==> src/rtl/cheb_series_mac.sv <==
// Chebyshev series multiply-accumulate stage.
// Walks the T_i coefficient ROM over addresses 0..N_TERMS-1, multiplies each
// returned word by a locally stored series coefficient c_i, accumulates
// y = sum c_i*T_i and presents a rounded, saturated Q1.15 result on a
// valid/ready handshake.
module cheb_series_mac #(
  parameter int N_TERMS = 8,
  parameter int DW      = 16,
  parameter int AW      = 35
) (
  input  logic                       c_clk,
  input  logic                       c_rst,
  input  logic                       c_start,
  input  logic                       i_coef_wr_en,
  input  logic [$clog2(N_TERMS)-1:0] i_coef_addr,
  input  logic [DW-1:0]              i_coef_data,
  output logic [$clog2(N_TERMS)-1:0] o_rom_address,
  output logic                       c_rom_read_en,
  output logic                       c_rom_ce,
  output logic                       c_rom_tri_output,
  input  logic [DW-1:0]              i_rom_data,
  output logic                       o_busy,
  output logic [DW-1:0]              o_y,
  output logic                       o_y_valid,
  input  logic                       i_y_ready,
  output logic                       o_sat
);

  localparam int ADW = $clog2(N_TERMS);

  localparam logic [2:0] S_IDLE  = 3'd0;
  localparam logic [2:0] S_RUN   = 3'd1;
  localparam logic [2:0] S_DRAIN = 3'd2;
  localparam logic [2:0] S_ROUND = 3'd3;
  localparam logic [2:0] S_HOLD  = 3'd4;

  localparam logic [ADW-1:0]          LAST_CNT  = ADW'(N_TERMS - 1);
  localparam logic [ADW-1:0]          DRAIN_END = ADW'(1);
  localparam logic signed [AW-1:0]    HALF_LSB  = AW'(2 ** (DW - 2));
  localparam logic signed [AW-DW:0]   R_MAX     = (AW-DW+1)'(2 ** (DW - 1) - 1);
  localparam logic signed [AW-DW:0]   R_MIN     = (AW-DW+1)'(-(2 ** (DW - 1)));

  logic [2:0]              state_q, state_d;
  logic [ADW-1:0]          cnt_q, cnt_d;
  logic [DW-1:0]           coef_q [N_TERMS];
  logic [ADW-1:0]          rom_addr_q;
  logic                    rom_en_q;

  logic signed [DW-1:0]    d1_q, k1_q;
  logic                    v1_q;
  logic signed [2*DW-1:0]  p2_q;
  logic                    v2_q;
  logic signed [AW-1:0]    acc_q;
  logic signed [AW-1:0]    p_ext;
  logic signed [AW-1:0]    acc_rnd;
  logic signed [AW-DW:0]   r;

  logic [DW-1:0]           y_rnd;
  logic                    sat_rnd;
  logic [DW-1:0]           y_q;
  logic                    sat_q;
  logic                    valid_q;

  logic                    start_acc;

  // Next-state and term/drain counter sequencing.
  always_comb begin
    // NOTE: every variable written here gets a default first so no path leaves it unassigned, which would infer a latch.
    state_d   = state_q;
    cnt_d     = cnt_q;
    start_acc = 1'b0;
    case (state_q)
      S_IDLE: begin
        if (c_start) begin
          state_d   = S_RUN;
          cnt_d     = '0;
          start_acc = 1'b1;
        end
      end
      S_RUN: begin
        if (cnt_q == LAST_CNT) begin
          state_d = S_DRAIN;
          cnt_d   = '0;
        end else begin
          cnt_d = cnt_q + ADW'(1);
        end
      end
      S_DRAIN: begin
        if (cnt_q == DRAIN_END) begin
          state_d = S_ROUND;
          cnt_d   = '0;
        end else begin
          cnt_d = cnt_q + ADW'(1);
        end
      end
      S_ROUND: state_d = S_HOLD;
      S_HOLD:  if (i_y_ready) state_d = S_IDLE;
      default: begin
        state_d = S_IDLE;
        cnt_d   = '0;
      end
    endcase
  end

  // State, counter and registered ROM bus controls (released outside RUN).
  always_ff @(posedge c_clk) begin
    // NOTE: sequential state uses non-blocking assignments so every flop samples pre-edge values.
    if (c_rst) begin
      state_q    <= S_IDLE;
      cnt_q      <= '0;
      rom_addr_q <= '0;
      rom_en_q   <= 1'b0;
    end else begin
      state_q    <= state_d;
      cnt_q      <= cnt_d;
      rom_addr_q <= (state_d == S_RUN) ? cnt_d : '0;
      rom_en_q   <= (state_d == S_RUN);
    end
  end

  // Coefficient bank; writes are accepted only while idle.
  always_ff @(posedge c_clk) begin
    // NOTE: the bank is a small register file that must read back zero after reset, so it is cleared explicitly rather than left as an uninitialised memory.
    if (c_rst) begin
      for (int i = 0; i < N_TERMS; i++) coef_q[i] <= '0;
    end else if (i_coef_wr_en && (state_q == S_IDLE)) begin
      coef_q[i_coef_addr] <= i_coef_data;
    end
  end

  // Stage 1: capture ROM word and matching coefficient while the ROM is enabled.
  always_ff @(posedge c_clk) begin
    if (c_rst) begin
      d1_q <= '0;
      k1_q <= '0;
      v1_q <= 1'b0;
    end else begin
      v1_q <= (state_q == S_RUN);
      if (state_q == S_RUN) begin
        d1_q <= i_rom_data;
        k1_q <= coef_q[cnt_q];
      end
    end
  end

  // Stage 2: Q1.15 x Q1.15 -> Q2.30 signed product.
  always_ff @(posedge c_clk) begin
    if (c_rst) begin
      p2_q <= '0;
      v2_q <= 1'b0;
    end else begin
      v2_q <= v1_q;
      if (v1_q) p2_q <= d1_q * k1_q;
    end
  end

  assign p_ext = {{(AW - 2*DW){p2_q[2*DW-1]}}, p2_q};

  // Stage 3: accumulator, cleared on an accepted start.
  always_ff @(posedge c_clk) begin
    if (c_rst) begin
      acc_q <= '0;
    end else if (start_acc) begin
      acc_q <= '0;
    end else if (v2_q) begin
      acc_q <= acc_q + p_ext;
    end
  end

  // Round half up to Q1.15 (drop 15 fraction bits) and saturate to 16 bits.
  assign acc_rnd = acc_q + HALF_LSB;
  assign r       = acc_rnd[AW-1:DW-1];

  always_comb begin
    y_rnd   = r[DW-1:0];
    sat_rnd = 1'b0;
    if (r > R_MAX) begin
      y_rnd   = {1'b0, {(DW-1){1'b1}}};
      sat_rnd = 1'b1;
    end else if (r < R_MIN) begin
      y_rnd   = {1'b1, {(DW-1){1'b0}}};
      sat_rnd = 1'b1;
    end
  end

  // Result register and handshake: load in ROUND, hold until accepted.
  always_ff @(posedge c_clk) begin
    if (c_rst) begin
      y_q     <= '0;
      sat_q   <= 1'b0;
      valid_q <= 1'b0;
    end else if (state_q == S_ROUND) begin
      y_q     <= y_rnd;
      sat_q   <= sat_rnd;
      valid_q <= 1'b1;
    end else if ((state_q == S_HOLD) && i_y_ready) begin
      valid_q <= 1'b0;
    end
  end

  assign o_rom_address    = rom_addr_q;
  assign c_rom_ce         = rom_en_q;
  assign c_rom_read_en    = rom_en_q;
  assign c_rom_tri_output = ~rom_en_q;
  assign o_busy           = (state_q != S_IDLE);
  assign o_y              = y_q;
  assign o_sat            = sat_q;
  assign o_y_valid        = valid_q;

endmodule

==> config.mk <==
export PLATFORM = sky130hd
export DESIGN_NAME = cheb_series_mac
export DESIGN_NICKNAME = d
export VERILOG_FILES = /design/src/rtl/cheb_series_mac.sv
export SDC_FILE = /design/constraint.sdc
export NUM_CORES = 1
export LEC_CHECK = 0
export ABC_CLOCK_PERIOD_IN_PS = 7630
export CAP_MARGIN = 20
export CORE_ASPECT_RATIO = 0.7
export CORE_UTILIZATION = 35
export CTS_CLUSTER_DIAMETER = 30
export CTS_CLUSTER_SIZE = 28
export DETAILED_ROUTE_END_ITERATION = 10
export PLACE_DENSITY = 0.55
export SETUP_SLACK_MARGIN = 0.4
export SLEW_MARGIN = 5
export SYNTH_ARGS = -nofsm -noshare
export SYNTH_HDL_FRONTEND = slang
export SYNTH_SLANG_ARGS = --single-unit
==> constraint.sdc <==
create_clock -name c_clk -period 7.63 [get_ports c_clk]
set_clock_uncertainty 0.1 [all_clocks]
set_input_delay 1.526 -clock c_clk [delete_from_list [all_inputs] [get_ports c_clk]]
set_output_delay 1.526 -clock c_clk [all_outputs]
set_load 0.02 [all_outputs]
# Word-level counts from Yosys, hierarchy flattened
# Memories as Yosys holds them, arrays and structs flattened. A register that Yosys moved wholly into a read port is not among the register bits.
# Cells that the tools add are included.
op_classes:
  addsub: 3
  mul: 1
  n_lt_le_gt_ge: 2
  eq_ne: 7
  mux: 25
  bitwise: 2
  n_reduce_logical: 9
ops:
  columns: ["op", "count"]
  rows:
  - ["16-bit 2-to-1 mux", 3]
  - ["35-bit by 16-bit adder with 35-bit output (second input constant)", 1]
  - ["35-bit by 32-bit adder with 35-bit output", 1]
  - ["16-bit by 16-bit multiplier with 32-bit output", 1]
  - ["3-bit 2-to-1 mux", 8]
  - ["20-bit by 16-bit > comparator with 1-bit output (second input constant)", 1]
  - ["20-bit by 16-bit less-than comparator with 1-bit output (second input constant)", 1]
  - ["16-bit OR reduction", 1]
  - ["3-bit case mux with 5 select lines", 1]
  - ["1-bit 2-to-1 mux", 12]
  - ["3-bit case mux with 4 select lines", 1]
  - ["3-bit by 1-bit == test with 1-bit output (second input constant)", 3]
  - ["3-bit by 2-bit == test with 1-bit output (second input constant)", 2]
  - ["3-bit == test (second input constant)", 2]
  - ["2-bit OR reduction", 3]
  - ["3-bit by 1-bit adder with 3-bit output (second input constant)", 1]
  - ["3-bit logical NOT", 1]
  - ["3-bit nonzero test", 1]
  - ["1-bit logical AND", 2]
  - ["1-bit NOT", 2]
  - ["2-bit nonzero test", 1]
word_totals:
  reg_bits: 113
  mem_bits_rw: 128
  inputBits: 40
  out_inout_bits: 25
  wordCells: 62
  mem_count: 1
memory_table:
  columns: ["memory", "depth", "width", "read_ports", "rd_ports_with_merged_regs", "write_ports", "line", "text"]
  rows:
  - ["coef_q", 8, 16, 1, 1, 8, "45", "logic [DW-1:0] coef_q [N_TERMS];"]

# Logic depth before layout (Yosys ltp)
# Gate-level depths: netlist (run 1).
depth:
  ltp_word: 7
  depth_mapped: 25
  mapped_depth_nobuf: 23

# Least setup slack after synthesis (run 1)
# No wires, ideal clock.
synth_path:
  path_type: "reg2reg"
  start: "register k1_q[7] (read register of coef_q)"
  end: "register p2_q[31]"
  arrival_ps: 6009
  required_time_ps: 7409
  slack_ps: 1401
  path_stages_with_launch: 26
  path_buffers: 3
  path_cell_list: "dfxtp_1 -> clkbuf_1 -> clkbuf_1 -> nand2_1 -> fa_1 -> inv_1 -> fa_1 -> inv_1 -> fa_1 -> inv_1 -> fa_1 -> fa_1 -> inv_1 -> fa_1 -> inv_1 -> ha_1 -> clkbuf_1 -> nand2_1 -> a21oi_1 -> a21boi_0 -> a41oi_1 -> o22ai_1 -> o21ai_0 -> a21oi_1 -> o21ai_0 -> mux2_2"
synth_between:
  elab_chain_cells: 1
synth_rtl:
  columns: ["element", "line", "text"]
  rows:
  - ["start, declared", "49", "logic signed [DW-1:0] d1_q, k1_q;"]
  - ["16-bit by 16-bit multiplier with 32-bit output", "153", "if (v1_q) p2_q <= d1_q * k1_q;"]
  - ["end signal, assigned", "153", null]
  - ["end, declared", "51", "logic signed [2*DW-1:0] p2_q;"]
# Every way passes these cells.
# A chain may end at the register's enable or synchronous reset.

# Final worst setup path (run 1)
layout_path:
  start: "register k1_q[4] (read register of coef_q)"
  end: "register p2_q[30]"
# The elaborated chain is that of the path after synthesis.

==> results of run 1 <==
[flip-flops by register name, indices dropped and copies added, names as in the netlist]
register	cells
state_q	3
d1_q	16
v1_q	1
v2_q	1
o_y	16
acc_q	35
p2_q	32
k1_q	16
coef_q	128
o_sat	1
o_y_valid	1
cnt_q	3
c_rom_ce	1
o_rom_address	3
[metal layers]
layer / global-route usage, % / share of wire [%] / vias to the layer above
met1: 28.3 / 51 / 8049
met3: 3.22 / 6.1 / 62
li1: - / - / 7545
met5: 0 / 0 / -
met2: 27.1 / 41 / 433
met4: 3.87 / 1.5 / 0
[power groups by stage]
| stage | Clock (W) | Combinational (W) | Sequential, W |
|---|---|---|---|
| global route | 0.00245 | 0.00105 | 0.00160 |
| finish | 0.00234 | 0.000902 | 0.00159 |
| detailed placement | 0 | 0.000902 | 0.00161 |
| floorplan | 0 | 0.000664 | 0.00156 |
| CTS | 0.00238 | 0.000921 | 0.00159 |
| global placement | 0 | 0.000901 | 0.00161 |
[metrics by stage]
stage | hold slack [ns] | util, %
floorplan | 0.345 | -
CTS | 0.370 | 40.8
detailed placement | 0.365 | 37.9
global route | 0.415 | 40.8
finish | 0.377 | 40.8
global placement | 0.362 | 37.9
[critical path, stage by stage, from the launching register on]
cell      delay (ns)
dfxtp_1         0.75
nand2_1         0.27
fa_1            0.58
inv_1           0.07
fa_1            0.80
inv_1           0.12
fa_1            0.50
fa_1            0.60
fa_1            0.44
fa_1            0.50
inv_1           0.05
ha_1            0.34
a21oi_1         0.20
o21bai_1        0.08
a21oi_1         0.19
nand2b_1        0.09
a221o_1         0.29
a21oi_1         0.24
a21oi_1         0.12
xnor2_1         0.20
o22ai_1         0.10
[layout make-up]
type | instances | share of cell area (%)
clock buffer | 72 | 5.69
timing repair buffer | 100 | 3.52
multi-input combinational | 1587 | 55.3
clock inverter | 30 | 1.48
inverter | 348 | 5.06
sequential | 257 | 24.9
tap | 829 | 4.02
[worst paths after layout]
| kind | end | slack (ns) |
|---|---|---|
| max | p2_q[30] | 0.72 |
| min | acc_q[4] | 0.38 |
| max reg2reg | p2_q[30] | 0.72 |
| min reg2reg | acc_q[4] | 0.38 |
[cell families after synthesis]
| group | count (synthesis) |
|---|---|
| AND/OR/NAND/NOR | 801 |
| multiplexers | 74 |
| adder cells (fa/ha/maj) | 384 |
| flip-flops | 257 |
| AO/OA/AOI/OAI | 260 |
| XOR/XNOR | 68 |
| buffers and inverters | 452 |
[placed cells by master, fill, tap and decap left out, drive strengths merged, types with 24 or more instances in the layout]
cell           Yosys  routed
buf               13      37
clkbuf            91      72
and2             250     250
nor3              29      29
fa               263     263
mux2i             38      38
nand2            230     230
dfxtp            129     129
nor2             168     168
a21oi             72      72
a21o              25      25
inv              347     347
nand3             35      35
xor2              24      24
edfxtp           128     128
ha               121     121
clkdlybuf4s50      0      63
mux4              32      32
xnor2             44      44
o21ai             50      50
[repair_timing]
item                                    4_1_cts  5_1_grt
hold buffers                                  0        0
resized for setup                             0        5
endpoints found under the setup margin        0        4
==> impl_metrics.json, run 1 <==
{
  "status": "finished clean",
  "r2r-start": "k1_q[4]",
  "multi_input_area_um2": 14300,
  "syn_inst": 2296,
  "insertedDiodeCount": 0,
  "synth.mux.area_fraction_pct": 5.12,
  "setup_slack_ns": 0.718,
  "ys_dominant_reg_cell": "dfxtp_1",
  "routedWlPerCell_um": 17.8,
  "clock-root-buffer": "clkbuf_16",
  "ys_async_sr_fraction_pct": 0,
  "grt_setup_unrepaired": "yes",
  "antenna_found_initial": 1,
  "pwr-share-clk_pct": 48.4,
  "numCtsBuffers": 54,
  "drive_above_1_share_pct": 8.40,
  "numClockSinks": 257,
  "grt_pass1_vias": 16900,
  "tightestPinTransition_ns": 0.985,
  "viasPerCell": 4.99,
  "dr.pass1.iters": 5,
  "fin_crit_ns": 6.91,
  "finalCritPeriodShare_pct": 90.6,
  "setup_tns_ns": 0,
  "drt_iter0_markers": 1104,
  "clk_pin_slew_ns": 0.05,
  "place_ws_ns": 0.749,
  "cts_tree": "yes",
  "ant_nets": 0,
  "power.density_nw_per_um2": 187,
  "synth-adder-area-share_pct": 30.3,
  "relSlewSlack_pct": 34.2,
  "power_w": 0.00483,
  "p_seq_share_pct": 32.9,
  "dpl.hpwl_um": 43800,
  "syn_area_um2": 22400,
  "drv_slew": 0,
  "holdPathStages": 2,
  "synth_seq_cells": 257,
  "grt_max_degree": 69,
  "wl_um": 57500,
  "yosysMostFrequentCell": "inv_1",
  "clock_latency_ns": 0.63,
  "rows": 77,
  "cp-start-kind": "flip-flop",
  "yosys.area_share.simple_pct": 17.9,
  "clockBufferDepth": 3,
  "syn-num-nets": 2720,
  "syn_to_final_growth_pct": 15.2,
  "p_int_w": 0.00340,
  "grt.overflow.total": 0,
  "synth.area.top_cells": "fa_1 (24%), edfxtp_1 (17%), dfxtp_1 (12%), and2_1 (7.0%), ha_1 (6.8%)",
  "hold_path.class": "flip-flop to flip-flop",
  "seq_area_frac_synth_pct": 28.7,
  "crit_type": "flip-flop to flip-flop",
  "irDropWorstVdd_mv": 0.163,
  "cp.required_ns": 7.93,
  "hp-start": "acc_q[4]",
  "initial_core_util_pct": 35.4,
  "synth_xor_area_share_pct": 2.66,
  "worstRegToRegCells": 20,
  "grt_pass1_wl_um": 94600,
  "path_max_fanout": 17,
  "synthDistinctLibCells": 73,
  "yosys_warnings": 0,
  "p_leak_nw": 11.4,
  "synth_top_area_share_pct": 23.5,
  "numPortBuffers": 64,
  "core-area_um2": 63200,
  "ios": 65,
  "synth_top_family_by_area": "adder cells",
  "place_inst": 3121,
  "place_area_um2": 23900,
  "end_kind": "flip-flop",
  "synth_edf_count": 128,
  "fill_cells": 6192,
  "synth_common_cells": "inv_1 (347), fa_1 (263), and2_1 (249)",
  "via_count": 16100,
  "swShare_pct": 29.6,
  "cp-startpoint": "k1_q[4]",
  "hold_viol_final": 0,
  "post_cts_buffers": 0,
  "seq_area_um2": 6430,
  "instances_no_fill": 3223,
  "synth_compound_area_share_pct": 7.68,
  "fmaxAchievable_ghz": 0.145,
  "synth.largest_area_cell": "fa_1",
  "pwr-share-comb_pct": 18.7,
  "htree_levels": 2,
  "fin_area_um2": 25800,
  "gp_congestion": 0.892,
  "die_h_um": 214,
  "drcViolationCount": 0,
  "finalSetupViolCount": 0,
  "die_area_um2": 65000,
  "synth_area_per_cell_um2": 9.75,
  "final_net_count": 2772,
  "die_x_um": 304,
  "grtUsageTotal_pct": 18.5,
  "cap_violations": 0,
  "p_sw_w": 0.00143,
  "crit_arrival_ns": 7.21
}
(Power assumes the default switching activity.)
==> run 2, diff against run 1 <==
Settings changed: CELL_PAD_IN_SITES_DETAIL_PLACEMENT set to 2, CELL_PAD_IN_SITES_GLOBAL_PLACEMENT set to 2, CORE_MARGIN set to 3, PLACE_DENSITY 0.55 to 0.73.
==> run 2 against run 1 <==
- register-to-register slack hardly changed
- first-iteration DRC count down 15%
- non-clock buffer count fell by 1
- final area grew 1.3%
- final cell count hardly changed
- power is 8.6% higher
- utilization up 1.1 points
- critical path type unchanged
- critical endpoint is now p2_q[31]
- highest routed layer unchanged
==> impl_metrics.json, run 2 (synthesis results as in run 1) <==
{
  "grtUsageTotal_pct": 22.6,
  "irDropWorstVdd_mv": 0.194,
  "gp_congestion": 0.844,
  "crit_type": "flip-flop to flip-flop",
  "grt_max_degree": 56,
  "power.density_nw_per_um2": 201,
  "tightestPinTransition_ns": 1.08,
  "cap_violations": 0,
  "p_leak_nw": 11.5,
  "setup_slack_ns": 0.714,
  "hold_path.class": "flip-flop to flip-flop",
  "dpl.hpwl_um": 54200,
  "setup_tns_ns": 0,
  "clock-root-buffer": "clkbuf_16",
  "cp_top_family": "adder cells",
  "final_net_count": 2775,
  "die_h_um": 218,
  "place_ws_ns": 0.394,
  "crit_end": "p2_q[31]",
  "hp-start": "acc_q[4]",
  "initial_core_util_pct": 35.9,
  "core-area_um2": 62400,
  "grt_setup_unrepaired": "no",
  "place_inst": 3108,
  "numClockSinks": 257,
  "r2r-start": "k1_q[14]",
  "htree_levels": 2,
  "cp.required_ns": 8.00,
  "crit_slowest_cell": "dfxtp_1",
  "path_depth": 20,
  "crit_buf_inv": 3,
  "drt_iter0_markers": 936,
  "cp_common_cell": "fa_1",
  "worstRegToRegCells": 20,
  "relSlewSlack_pct": 27.1,
  "fin_crit_ns": 6.92,
  "place_area_um2": 23900,
  "hold_viol_final": 0,
  "fmaxAchievable_ghz": 0.145,
  "crit_arrival_ns": 7.28,
  "path_max_fanout": 17,
  "slowest_delay_ns": 0.78,
  "via_count": 16900,
  "grt.overflow.total": 0,
  "clockBufferDepth": 3,
  "ios": 65,
  "path_cells": "nand2_1, fa_1, fa_1, inv_1, fa_1, fa_1, fa_1, inv_1, fa_1, inv_1, ha_1, nand4_1, nor2_1, nand4_1, a41oi_1, o22ai_2, o21ai_0, a21oi_1, o21ai_0, mux2_2",
  "cp-start-kind": "flip-flop",
  "rr_endpoint": "p2_q[31]",
  "largest_reg_flops": 128,
  "reg.largest.list": "coef_q (128), acc_q (35), p2_q (32)",
  "insertedDiodeCount": 0,
  "finalCritPeriodShare_pct": 90.6,
  "cp-startpoint": "k1_q[14]",
  "power_w": 0.00525,
  "largest_register": "coef_q",
  "syn_to_final_growth_pct": 16.7,
  "fin_area_um2": 26100,
  "dr.pass1.iters": 5,
  "grt_pass1_vias": 20000,
  "ant_nets": 0,
  "routedWlPerCell_um": 23.1,
  "clk_pin_slew_ns": 0.05,
  "end_kind": "flip-flop",
  "antenna_found_initial": 0,
  "reg2reg_slack_ns": 0.71,
  "numCtsBuffers": 58,
  "layout_common_cells": "inv_1 (347), fa_1 (262), and2_1 (248)",
  "cts_hold_buf": 0,
  "rows": 76,
  "numPortBuffers": 64,
  "cts_tree": "yes",
  "viasPerCell": 5.26,
  "drive_above_1_share_pct": 9.83,
  "drcViolationCount": 0,
  "grt_pass1_wl_um": 117000,
  "finalSetupViolCount": 0,
  "status": "finished clean",
  "die_x_um": 308,
  "instances_no_fill": 3220,
  "wl_um": 74400,
  "layout_commonest_cell": "inv_1",
  "die_area_um2": 67100,
  "drv_slew": 0,
  "clock_latency_ns": 0.66
}
## run 2: cell count changes in the layout (fill, tap and decap cells not counted), moves of 4 or more
| cell | change |
|---|---|
| dfxtp_1 | -21 |
| dfxtp_2 | +21 |
| bufinv_16 | +5 |
| clkbuf_1 | -5 |
| clkbuf_16 | +5 |
| inv_6 | +4 |
## run 2: metal layers
| layer | routed length [µm] | track usage, % |
|---|---|---|
| met5 | 0 | 0 |
| met4 | 1660 | 5.82 |
| met3 | 3300 | 3.54 |
| met2 | 35000 | 37.8 |
| met1 | 34400 | 30.7 |
## run 2: what timing repair did
item	in CTS	in global routing
gates cloned	0	0
setup buffers	0	0
endpoints found under the setup margin	2	6
pin swaps	0	0
gates resized for setup	3	26
## run 2: final cells by class
class	instances	area, µm²
sequential	257	6460
clock inverter	39	564
timing repair buffer	99	938
clock buffer	71	1550
inverter	348	1310
fill	6604	36300
tap	819	1020
multi-input combinational	1587	14300
## run 2: how the worst min path moves through the flow
stage / endpoint / cells past startpoint / slack (ns)
2_1_floorplan: acc_q[4] / 2 / 0.34
3_3_place_gp: acc_q[4] / 2 / 0.36
3_5_place_dp: o_y[9] / 2 / 0.39
4_1_cts: acc_q[4] / 2 / 0.40
5_1_grt: acc_q[4] / 2 / 0.42
6_report: acc_q[4] / 2 / 0.39
## run 2: worst register-to-register path, stage by stage (launching register included)
cell and delay (ns):
dfxtp_1 0.78, nand2_1 0.17, fa_1 0.51, fa_1 0.49, inv_1 0.06, fa_1 0.56
fa_1 0.45, fa_1 0.51, inv_1 0.06, fa_1 0.49, inv_1 0.04, ha_1 0.40
nand4_1 0.20, nor2_1 0.19, nand4_1 0.14, a41oi_1 0.38, o22ai_2 0.20, o21ai_0 0.24
a21oi_1 0.16, o21ai_0 0.27, mux2_2 0.37
## run 2: per-stage QoR
step	hold WS [ns]	utilization, %
final	0.393	41.9
after global routing	0.418	41.9
after CTS	0.401	41.7
after detailed placement	0.390	38.3
after global placement	0.357	38.3
after floorplan	0.345	-
## run 2: power by group
| group | switching, W | internal (W) | leakage, nW |
|---|---|---|---|
| combinational | 0.000572 | 0.000373 | 8.13 |
| sequential | 0.0000910 | 0.00151 | 2.38 |
| clock | 0.000909 | 0.00179 | 1.01 |
| total | 0.00157 | 0.00367 | 11.5 |
==> run 3, diff against run 2 <==
Settings changed: CORE_MARGIN 3 to not set, GPL_TIMING_DRIVEN set to 0.
==> run 3 against run 2 <==
- clock-buffer cell count is 4 lower
- combinational power is 9% higher
- final cell count is 2.5% higher
- worst hold slack worse by 0.021 ns
- critical path type unchanged
==> impl_metrics.json, run 3 (synthesis results as in run 1) <==
{
  "grt_setup_unrepaired": "no",
  "drt_iter0_markers": 1017,
  "layout_commonest_cell": "inv_1",
  "setup_tns_ns": 0,
  "cts_tree": "yes",
  "status": "finished clean",
  "cts_hold_buf": 0,
  "cp_common_cell": "fa_1",
  "largest_reg_flops": 128,
  "path_cells": "buf_2, nand2_1, fa_1, fa_1, fa_1, fa_1, inv_1, fa_1, inv_1, fa_1, inv_1, ha_1, a21o_1, a21o_1, a21oi_1, o31ai_4, a221o_1, a21oi_1, a21oi_1, xnor2_1, o22ai_1",
  "routedWlPerCell_um": 24.1,
  "insertedDiodeCount": 0,
  "power_w": 0.00546,
  "clockBufferDepth": 3,
  "via_count": 17400,
  "clock_latency_ns": 0.65,
  "path_max_fanout": 10,
  "numCtsBuffers": 58,
  "crit_arrival_ns": 7.35,
  "grtUsageTotal_pct": 24.9,
  "fmaxAchievable_ghz": 0.142,
  "grt_max_degree": 19,
  "crit_buf_inv": 4,
  "grt.overflow.total": 0,
  "numPortBuffers": 63,
  "reg.largest.list": "coef_q (128), acc_q (35), p2_q (32)",
  "crit_type": "flip-flop to flip-flop",
  "core-area_um2": 63200,
  "die_x_um": 304,
  "drive_above_1_share_pct": 9.62,
  "final_net_count": 2850,
  "clock-root-buffer": "clkbuf_16",
  "antenna_found_initial": 8,
  "numClockSinks": 257,
  "dr.pass1.iters": 5,
  "grt_pass1_wl_um": 121000,
  "hold_viol_final": 0,
  "ant_nets": 0,
  "gp_congestion": 0.886,
  "irDropWorstVdd_mv": 0.254,
  "hp-start": "acc_q[4]",
  "clk_pin_slew_ns": 0.04,
  "slowest_delay_ns": 0.58,
  "cp.required_ns": 7.96,
  "htree_levels": 2,
  "end_kind": "flip-flop",
  "cp_top_family": "adder cells",
  "place_area_um2": 24100,
  "cp-startpoint": "d1_q[9]",
  "ios": 65,
  "cap_violations": 0,
  "tightestPinTransition_ns": 1.17,
  "dpl.hpwl_um": 61400,
  "instances_no_fill": 3302,
  "viasPerCell": 5.26,
  "drcViolationCount": 0,
  "grt_pass1_vias": 19700,
  "layout_common_cells": "inv_1 (347), fa_1 (262), and2_1 (249)",
  "hold_path.class": "flip-flop to flip-flop",
  "place_inst": 3188,
  "die_h_um": 214,
  "die_area_um2": 65000,
  "rows": 77,
  "initial_core_util_pct": 35.4,
  "fin_crit_ns": 7.02,
  "finalCritPeriodShare_pct": 92.0,
  "largest_register": "coef_q",
  "fin_area_um2": 26400,
  "p_leak_nw": 11.7,
  "crit_slowest_cell": "fa_1",
  "wl_um": 79400,
  "cp-start-kind": "flip-flop",
  "relSlewSlack_pct": 21.7,
  "r2r-start": "d1_q[9]",
  "drv_slew": 0,
  "syn_to_final_growth_pct": 18.1,
  "finalSetupViolCount": 0,
  "power.density_nw_per_um2": 206
}
-- run 3: changes by cell type in the layout (fill, tap and decap cells not counted), sizes merged --
cell and delta:
bufinv +4, clkinv -5, clkbuf +83, inv +2, buf -12
-- run 3: per-layer routing --
| metal | wire length, µm | up-vias | GRT usage, % |
|---|---|---|---|
| met5 | 0 | - | 0 |
| met4 | 1850 | 0 | 6.70 |
| met3 | 4420 | 106 | 4.57 |
| met2 | 35800 | 411 | 39.6 |
| met1 | 37300 | 9151 | 34.9 |
| li1 | - | 7704 | - |
-- run 3: power breakdown --
part	leakage [nW]	internal (W)	switching, W
sequential	2.38	0.00151	0.0000656
combinational	8.23	0.000387	0.000645
clock	1.06	0.00193	0.000925
-- run 3: final timing paths --
kind | end | slack [ns] | cells after the start
worst max-delay path | p2_q[30] | 0.61 | 21
worst min-delay path | acc_q[4] | 0.37 | 2
worst max register to register | p2_q[30] | 0.61 | 21
worst min register to register | acc_q[4] | 0.37 | 2
-- run 3: cell type report --
type | count | area (µm²)
Clock buffer | 67 | 1540
Buffer | 104 | 473
Inverter | 348 | 1310
Multi-Input combinational cell | 1587 | 14300
Clock inverter | 40 | 673
Sequential cell | 257 | 6450
Fill cell | 6742 | 36800
Tap cell | 829 | 1040
Timing Repair Buffer | 70 | 688
-- run 3: worst min-delay path, delay by kind of cell (launching register included) --
kind,cells,cell delay [ns]
flops,1,0.31
simple gates,1,0.06
compound gates,1,0.05
-- run 3: stage by stage --
step	util (%)	setup WS (ns)	hold WS (ns)
global placement	38.1	-0.228	0.357
finish	41.8	0.612	0.373
floorplan	-	1.40	0.345
detailed placement	38.1	-0.308	0.370
global route	41.8	0.346	0.402
CTS	41.7	0.269	0.376
-- run 3: repair_timing --
item / CTS / global route
endpoints found under the setup margin: 9 / 6
resized for setup: 45 / 39
pin swaps: 0 / 4
setup buffers: 0 / 4
